`config.mk`:
```
export PLATFORM = sky130hd
export DESIGN_NAME = track_sequencer
export DESIGN_NICKNAME = d
export VERILOG_FILES = /design/src/rtl/track_pkg.sv /design/src/rtl/ir_debounce.sv /design/src/rtl/track_sequencer.sv
export SDC_FILE = /design/constraint.sdc
export NUM_CORES = 1
export LEC_CHECK = 0
export CAP_MARGIN = 20
export CORE_MARGIN = 8
export CORE_UTILIZATION = 59
export DETAILED_ROUTE_END_ITERATION = 10
export GPL_TIMING_DRIVEN = 0
export PLACE_DENSITY = 0.81
export SLEW_MARGIN = 5
export SYNTH_ARGS = -nofsm -noshare
export SYNTH_HDL_FRONTEND = slang
export SYNTH_SLANG_ARGS = --single-unit
```
`constraint.sdc`:
```
create_clock -name clk -period 3.9 [get_ports clk]
set_input_delay 0.78 -clock clk [delete_from_list [all_inputs] [get_ports clk]]
set_output_delay 0.78 -clock clk [all_outputs]
set_load 0.01 [all_outputs]
```
`src/rtl/track_pkg.sv`:
```
// Shared definitions for the track sequencer.
// Contents:
//   - the sequencer state encoding (also driven out on seq_state for debug)
//   - timing constants (debounce length, launch length)
//   - the wheel duty and servo width constants
//   - helpers that classify the sensor pattern and map a state to its outputs
package track_pkg;

  typedef enum logic [2:0] {
    ST_IDLE     = 3'd0,
    ST_LAUNCH   = 3'd1,
    ST_STRAIGHT = 3'd2,
    ST_LEFT     = 3'd3,
    ST_RIGHT    = 3'd4,
    ST_CROSS    = 3'd5,
    ST_STOP     = 3'd6
  } seq_state_e;

  // Steering request decoded from the four line sensors.
  typedef enum logic [2:0] {
    PAT_STRAIGHT = 3'd0,
    PAT_CROSS    = 3'd1,
    PAT_LEFT     = 3'd2,
    PAT_RIGHT    = 3'd3,
    PAT_HOLD     = 3'd4
  } pattern_e;

  localparam int DEB_CYCLES    = 16;
  localparam int LAUNCH_FRAMES = 4;

  localparam logic [9:0]  DUTY_LAUNCH  = 10'd470;
  localparam logic [9:0]  DUTY_RUN     = 10'd50;
  localparam logic [9:0]  DUTY_SLOW    = 10'd30;
  localparam logic [9:0]  DUTY_STOP    = 10'd0;

  localparam logic [19:0] STEER_CENTER = 20'd70000;
  localparam logic [19:0] STEER_LEFT   = 20'd35000;
  localparam logic [19:0] STEER_RIGHT  = 20'd100000;

  function automatic pattern_e classify(input logic l, input logic ml,
                                        input logic mr, input logic r);
    logic lft;
    logic rgt;
    lft = l | ml;
    rgt = mr | r;
    if (!l && !ml && !mr && !r)     return PAT_STRAIGHT;
    else if (l && ml && mr && r)    return PAT_CROSS;
    else if (lft && !rgt)           return PAT_LEFT;
    else if (rgt && !lft)           return PAT_RIGHT;
    else                            return PAT_HOLD;
  endfunction

  // Tracking state selected by a pattern; an ambiguous pattern keeps hold_st.
  function automatic seq_state_e track_from(input pattern_e pat,
                                            input seq_state_e hold_st);
    case (pat)
      PAT_STRAIGHT: return ST_STRAIGHT;
      PAT_CROSS:    return ST_CROSS;
      PAT_LEFT:     return ST_LEFT;
      PAT_RIGHT:    return ST_RIGHT;
      default:      return hold_st;
    endcase
  endfunction

  // Servo width for a pattern while launching; ambiguous keeps the last width.
  function automatic logic [19:0] launch_steer(input pattern_e pat,
                                               input logic [19:0] last);
    case (pat)
      PAT_LEFT:     return STEER_LEFT;
      PAT_RIGHT:    return STEER_RIGHT;
      PAT_STRAIGHT,
      PAT_CROSS:    return STEER_CENTER;
      default:      return last;
    endcase
  endfunction

  function automatic logic [9:0] duty_of(input seq_state_e st);
    case (st)
      ST_LAUNCH:   return DUTY_LAUNCH;
      ST_STRAIGHT,
      ST_LEFT,
      ST_RIGHT:    return DUTY_RUN;
      ST_CROSS:    return DUTY_SLOW;
      default:     return DUTY_STOP;
    endcase
  endfunction

  function automatic logic [19:0] steer_of(input seq_state_e st);
    case (st)
      ST_LEFT:  return STEER_LEFT;
      ST_RIGHT: return STEER_RIGHT;
      default:  return STEER_CENTER;
    endcase
  endfunction

endpackage

```
`src/rtl/ir_debounce.sv`:
```
// Two-flop synchroniser followed by a debouncer for one asynchronous sensor.
// Ports:
//   clk   - system clock
//   rst_n - asynchronous active-low reset (clears synchroniser, counter, output)
//   din   - raw asynchronous sensor input
//   dout  - accepted (debounced) value; changes only after DEB_CYCLES
//           consecutive synchronised samples that differ from it
module ir_debounce #(
  parameter int DEB_CYCLES = 16
) (
  input  logic clk,
  input  logic rst_n,
  input  logic din,
  output logic dout
);

  localparam int               CNT_W    = $clog2(DEB_CYCLES + 1);
  localparam logic [CNT_W-1:0] CNT_LAST = CNT_W'(DEB_CYCLES - 1);

  logic             sync_p0;
  logic             sync_p1;
  logic [CNT_W-1:0] cnt;

  // Because the signal is binary, "differs from the accepted value" on
  // consecutive samples means those samples are all equal to each other, so
  // a single run counter is enough; any sample matching dout restarts it.
  always_ff @(posedge clk or negedge rst_n) begin
    if (!rst_n) begin
      sync_p0 <= 1'b0;
      sync_p1 <= 1'b0;
      cnt     <= '0;
      dout    <= 1'b0;
    end else begin
      // stage p0 -> p1: metastability filter
      sync_p0 <= din;
      sync_p1 <= sync_p0;
      // stage p1 -> dout: debounce
      if (sync_p1 == dout) begin
        cnt <= '0;
      end else if (cnt == CNT_LAST) begin
        dout <= sync_p1;
        cnt  <= '0;
      end else begin
        cnt <= cnt + 1'b1;
      end
    end
  end

endmodule

```
`src/rtl/track_sequencer.sv`:
```
// Line-following sequencer: debounces five sensors and, once per PWM frame,
// picks a driving state and the matching rear-wheel duty and servo width.
// Ports:
//   clk          - system clock, rising edge
//   rst_n        - asynchronous active-low reset
//   ir_left, ir_mid_left, ir_mid_right, ir_right - line sensors (1 = line)
//   tail         - end-of-track marker sensor
//   frame_tick   - one-cycle pulse at the start of each PWM period
//   wheel_duty   - rear-wheel high time, counts out of 1000
//   steer_width  - servo high time in clk cycles
//   seq_state    - current state encoding, debug only
module track_sequencer
  import track_pkg::*;
(
  input  logic        clk,
  input  logic        rst_n,
  input  logic        ir_left,
  input  logic        ir_mid_left,
  input  logic        ir_mid_right,
  input  logic        ir_right,
  input  logic        tail,
  input  logic        frame_tick,
  output logic [9:0]  wheel_duty,
  output logic [19:0] steer_width,
  output logic [2:0]  seq_state
);

  logic l_db;
  logic ml_db;
  logic mr_db;
  logic r_db;
  logic tail_db;

  ir_debounce #(.DEB_CYCLES(DEB_CYCLES)) u_db_left (
    .clk(clk), .rst_n(rst_n), .din(ir_left),      .dout(l_db));
  ir_debounce #(.DEB_CYCLES(DEB_CYCLES)) u_db_mid_left (
    .clk(clk), .rst_n(rst_n), .din(ir_mid_left),  .dout(ml_db));
  ir_debounce #(.DEB_CYCLES(DEB_CYCLES)) u_db_mid_right (
    .clk(clk), .rst_n(rst_n), .din(ir_mid_right), .dout(mr_db));
  ir_debounce #(.DEB_CYCLES(DEB_CYCLES)) u_db_right (
    .clk(clk), .rst_n(rst_n), .din(ir_right),     .dout(r_db));
  ir_debounce #(.DEB_CYCLES(DEB_CYCLES)) u_db_tail (
    .clk(clk), .rst_n(rst_n), .din(tail),         .dout(tail_db));

  localparam logic [2:0] LAUNCH_LAST = 3'(LAUNCH_FRAMES - 1);

  seq_state_e  state;
  seq_state_e  state_nxt;
  logic [2:0]  launch_cnt;
  logic [2:0]  launch_cnt_nxt;
  logic [9:0]  duty_nxt;
  logic [19:0] steer_nxt;
  pattern_e    pat;

  assign pat       = classify(l_db, ml_db, mr_db, r_db);
  assign seq_state = state;

  always_ff @(posedge clk or negedge rst_n) begin
    if (!rst_n) begin
      state       <= ST_IDLE;
      launch_cnt  <= 3'd0;
      wheel_duty  <= DUTY_STOP;
      steer_width <= STEER_CENTER;
    end else begin
      state       <= state_nxt;
      launch_cnt  <= launch_cnt_nxt;
      wheel_duty  <= duty_nxt;
      steer_width <= steer_nxt;
    end
  end

  // Everything holds between frame ticks; decisions are made only on a tick.
  // launch_cnt is cleared on entry (the entry tick is frame 1), so the exit
  // happens on the tick that finds it at LAUNCH_FRAMES-1.
  always_comb begin
    state_nxt      = state;
    launch_cnt_nxt = launch_cnt;
    duty_nxt       = wheel_duty;
    steer_nxt      = steer_width;
    if (frame_tick) begin
      if (tail_db) begin
        state_nxt = ST_STOP;
        duty_nxt  = DUTY_STOP;
        steer_nxt = STEER_CENTER;
      end else begin
        case (state)
          ST_IDLE: begin
            state_nxt      = ST_LAUNCH;
            launch_cnt_nxt = 3'd0;
            duty_nxt       = DUTY_LAUNCH;
            steer_nxt      = launch_steer(pat, steer_width);
          end
          ST_LAUNCH: begin
            if (launch_cnt >= LAUNCH_LAST) begin
              // No tracking state exists yet, so an ambiguous pattern
              // falls back to STRAIGHT.
              state_nxt = track_from(pat, ST_STRAIGHT);
              duty_nxt  = duty_of(state_nxt);
              steer_nxt = steer_of(state_nxt);
            end else begin
              launch_cnt_nxt = (launch_cnt == 3'd7) ? launch_cnt
                                                    : launch_cnt + 3'd1;
              duty_nxt       = DUTY_LAUNCH;
              steer_nxt      = launch_steer(pat, steer_width);
            end
          end
          ST_STRAIGHT, ST_LEFT, ST_RIGHT, ST_CROSS: begin
            state_nxt = track_from(pat, state);
            duty_nxt  = duty_of(state_nxt);
            steer_nxt = steer_of(state_nxt);
          end
          ST_STOP: begin
            duty_nxt  = DUTY_STOP;
            steer_nxt = STEER_CENTER;
          end
          default: begin
            state_nxt = ST_IDLE;
            duty_nxt  = DUTY_STOP;
            steer_nxt = STEER_CENTER;
          end
        endcase
      end
    end
  end

endmodule

```
==> metrics <==
most area-consuming cells after synthesis=dfrtp_1 (50%), dfstp_2 (4.8%), ha_1 (4.2%); Max-Cap Viols=0; gr usage total=between 10% and 20%; largest family of logic cells by synthesized area=simple AND/OR/NAND/NOR gates; Via Count=2391; Post-synth EDFFs=0; Final min period=about 3 ns; clock insertion delay at the later pin of the skew report=0.34 ns; crit end category=flip-flop; final max-slew violation count=0; met2 WL=3090 um; pwr dens=536 nW/um^2; Final GP Congestion=0.921; fraction of layout cells with a size suffix above 1=13.8%; CTS H-tree lvls=3; post-synth cell types=56; status=finished clean; Post-Synth XOR/XNOR Area=4.02%; Seq/Total Area, Yosys=54.7%; IO buf count=37; DRT met1 WL=2760 um; DR WL/cell=14.8 um; initial antenna violation count=0; dpl hpwl=4600 um; async set-or-reset flop fraction in the synthesized netlist=100%; Cells after Synth=between 300 and 400; mux share of post-synthesis cell area=approximately 1.7%; Min-Delay Startpoint=u_db_tail.sync_p0$_DFF_PN0_; Syn-to-layout area delta=20.2%; vias in the first global route=2430; maximum clock rate=roughly 0.34 GHz; drt pass-1 iters=4; VDD IR max=0.000306 V; Synth top area share=49.8%; Final Hold Fails=0; post_cts resized=0; Pwr Total=0.00210 W; most common cell after layout, fill and taps aside=dfrtp_1; ANT cells=0; starting density of the core=about three fifths; CTS tree=done; I/O pins=41; Synth Area in Compound Gates=13.6%; register clock-pin slew on the reported worst setup and hold paths=approximately 0.070 ns; Arrival @ worst endpoint=3.20 ns; Mapped Area=approximately 3300 sq um; final WL=6420 um; flops & latches, synth=71; Final Cycle Share=75.2%; Layout Nets=378; start of the worst register-to-register path=u_db_right.dout$_DFFE_PN0P_; Static Leak=1.94 nW; first-pass GRT wire length=11300 um; hold-fix buffer count after cts=0; clock buffer depth=2; CP Launch Type=flip-flop; Reg area=1780 sq um; Die Footprint=between 8000 and 9000 sq um; critical path class=flip-flop to flip-flop; Post-DRT Antenna Nets=0; drt drc=0; Crit path required time=4.17 ns; largest net degree at the start of global routing=72; area of the multi-input gates=between 1000 and 1500 sq um; CTS Root Buffer Type=clkbuf_8; Worst Tran Pin Value=0.848 ns; top layer in use=met4; most frequent cells in the layout=dfrtp_1 (65), clkdlybuf4s50_1 (36), nand2_1 (30), nor2_1 (29), o21ai_0 (17); Via density=around 5.5; hold path cells=0; top cell type by total area after synthesis=dfrtp_1; Die Y=90.4 um; clock skew=about 0.0047 ns; simple-gate share of the synthesized area=approximately 17%; R2R cell count=9; post-CTS setup buffers=0; Post-synth top flop=dfrtp_1; yosys warns=0; Synth Area in Adders=~4.2%; Worst Hold End=u_db_tail.sync_p1$_DFF_PN0_; clk sinks=71; Final Setup Violations=0; Placeable Area=between 5000 and 6000 sq um; crit path max fanout=9; total CTS buffers=9; Overflow after GRT=0; Reg-to-Reg End=steer_width[8]$_DFFE_PN1P_; met3 WL=494 um; syn_area_per_cell=10.5 sq um; Slew HR=a little over two fifths; unrepaired setup endpoints after global routing=no; row count=27; Fin Setup TNS=0 ns; fill count=400; initial drt markers=199; R2R Setup Slk=0.97 ns; Worst Hold Class=flip-flop to flip-flop; Die W=90.4 um
-- critical path, stage by stage, from the launching register on --
cell	delay [ns]
dfrtp_1	0.36
clkbuf_2	0.15
or2_2	0.31
ha_1	0.35
nand2_1	0.13
a21oi_1	0.09
nor3_1	0.69
nand3_1	0.21
o211a_1	0.21
o32a_1	0.35
-- report_power, final --
| part | switching, W | internal [W] | total, W |
|---|---|---|---|
| clock network | 0.000269 | 0.000309 | 0.000578 |
| logic | 0.000325 | 0.000296 | 0.000621 |
| registers | 0.0000680 | 0.000837 | 0.000905 |
| total | 0.000663 | 0.00144 | 0.00210 |
-- cell usage after synthesis (all sizes together) (2+ instances only) --
library cell  instances
dfrtp                65
nand2                31
nor2                 29
o21ai                18
nand3                16
and2                 15
xor2                 15
inv                  12
a21oi                11
ha                   11
clkbuf                9
buf                   8
and3                  7
dfstp                 6
a21o                  5
mux2                  5
a31oi                 4
a22o                  3
nand4                 3
nor3                  3
o32a                  3
or2                   3
or4                   3
a32oi                 2
o211ai                2
or3                   2
-- kinds of logic (layout without fill, tap and decap cells) --
family	count (synthesis)	count (layout)
compound gates	64	64
fa+ha+maj	11	11
buf+inv	30	82
other cells	1	2
simple gates	113	113
xor+xnor	15	15
flops	71	71
mux	5	5
-- area by class of cell --
| class | instances | share of cell area (%) |
|---|---|---|
| multi-input combinational | 210 | 33.9 |
| inverter | 13 | 1.24 |
| sequential | 71 | 45.5 |
| tap | 72 | 2.30 |
| timing repair buffer | 37 | 9.38 |
| buffer | 17 | 2.68 |
| clock inverter | 5 | 1.50 |
| clock buffer | 10 | 3.51 |
-- sequential cells by signal (all words and copies together) (netlist names), 3 cells and up --
register / flops
u_db_mid_left.cnt: 5
u_db_right.cnt: 5
u_db_tail.cnt: 5
wheel_duty: 5
u_db_mid_right.cnt: 5
launch_cnt: 3
seq_state: 3
u_db_left.cnt: 5
steer_width: 20
-- metal layers --
| layer | vias up | global-route usage (%) |
|---|---|---|
| li1 | 1173 | - |
| met1 | 1137 | 20.0 |
| met2 | 73 | 27.4 |
| met3 | 8 | 6.48 |
| met4 | 0 | 6.66 |
| met5 | - | 0 |
-- metrics by stage --
step                hold WS [ns]  worst slack [ns]  cells  util (%)  instance area [sq um]
finish                     0.352             0.969    435      72.1                   3920
global route               0.366             0.768    435      72.1                   3920
CTS                        0.354             0.989    435      72.1                   3920
detailed placement         0.337              1.00    420      68.5                   3730
global placement           0.333            -0.222    420      68.6                   3730
floorplan                  0.331              1.36    311         -                   3270
-- worst max-delay path by stage --
stage	from	endpoint	slack, ns	cells past startpoint
6_report	u_db_right.dout$_DFFE_PN0P_	steer_width[8]$_DFFE_PN1P_	0.97	9
5_1_grt	u_db_right.dout$_DFFE_PN0P_	steer_width[6]$_DFFE_PN1P_	0.77	9
3_3_place_gp	rst_n	steer_width[14]$_DFFE_PN0P_	-0.22	1
3_5_place_dp	u_db_right.dout$_DFFE_PN0P_	steer_width[8]$_DFFE_PN1P_	1.00	9
4_1_cts	u_db_right.dout$_DFFE_PN0P_	steer_width[8]$_DFFE_PN1P_	0.99	9
2_1_floorplan	u_db_mid_right.dout$_DFFE_PN0P_	steer_width[15]$_DFFE_PN0P_	1.36	10
Note: power is estimated with default switching activity, not from simulation.
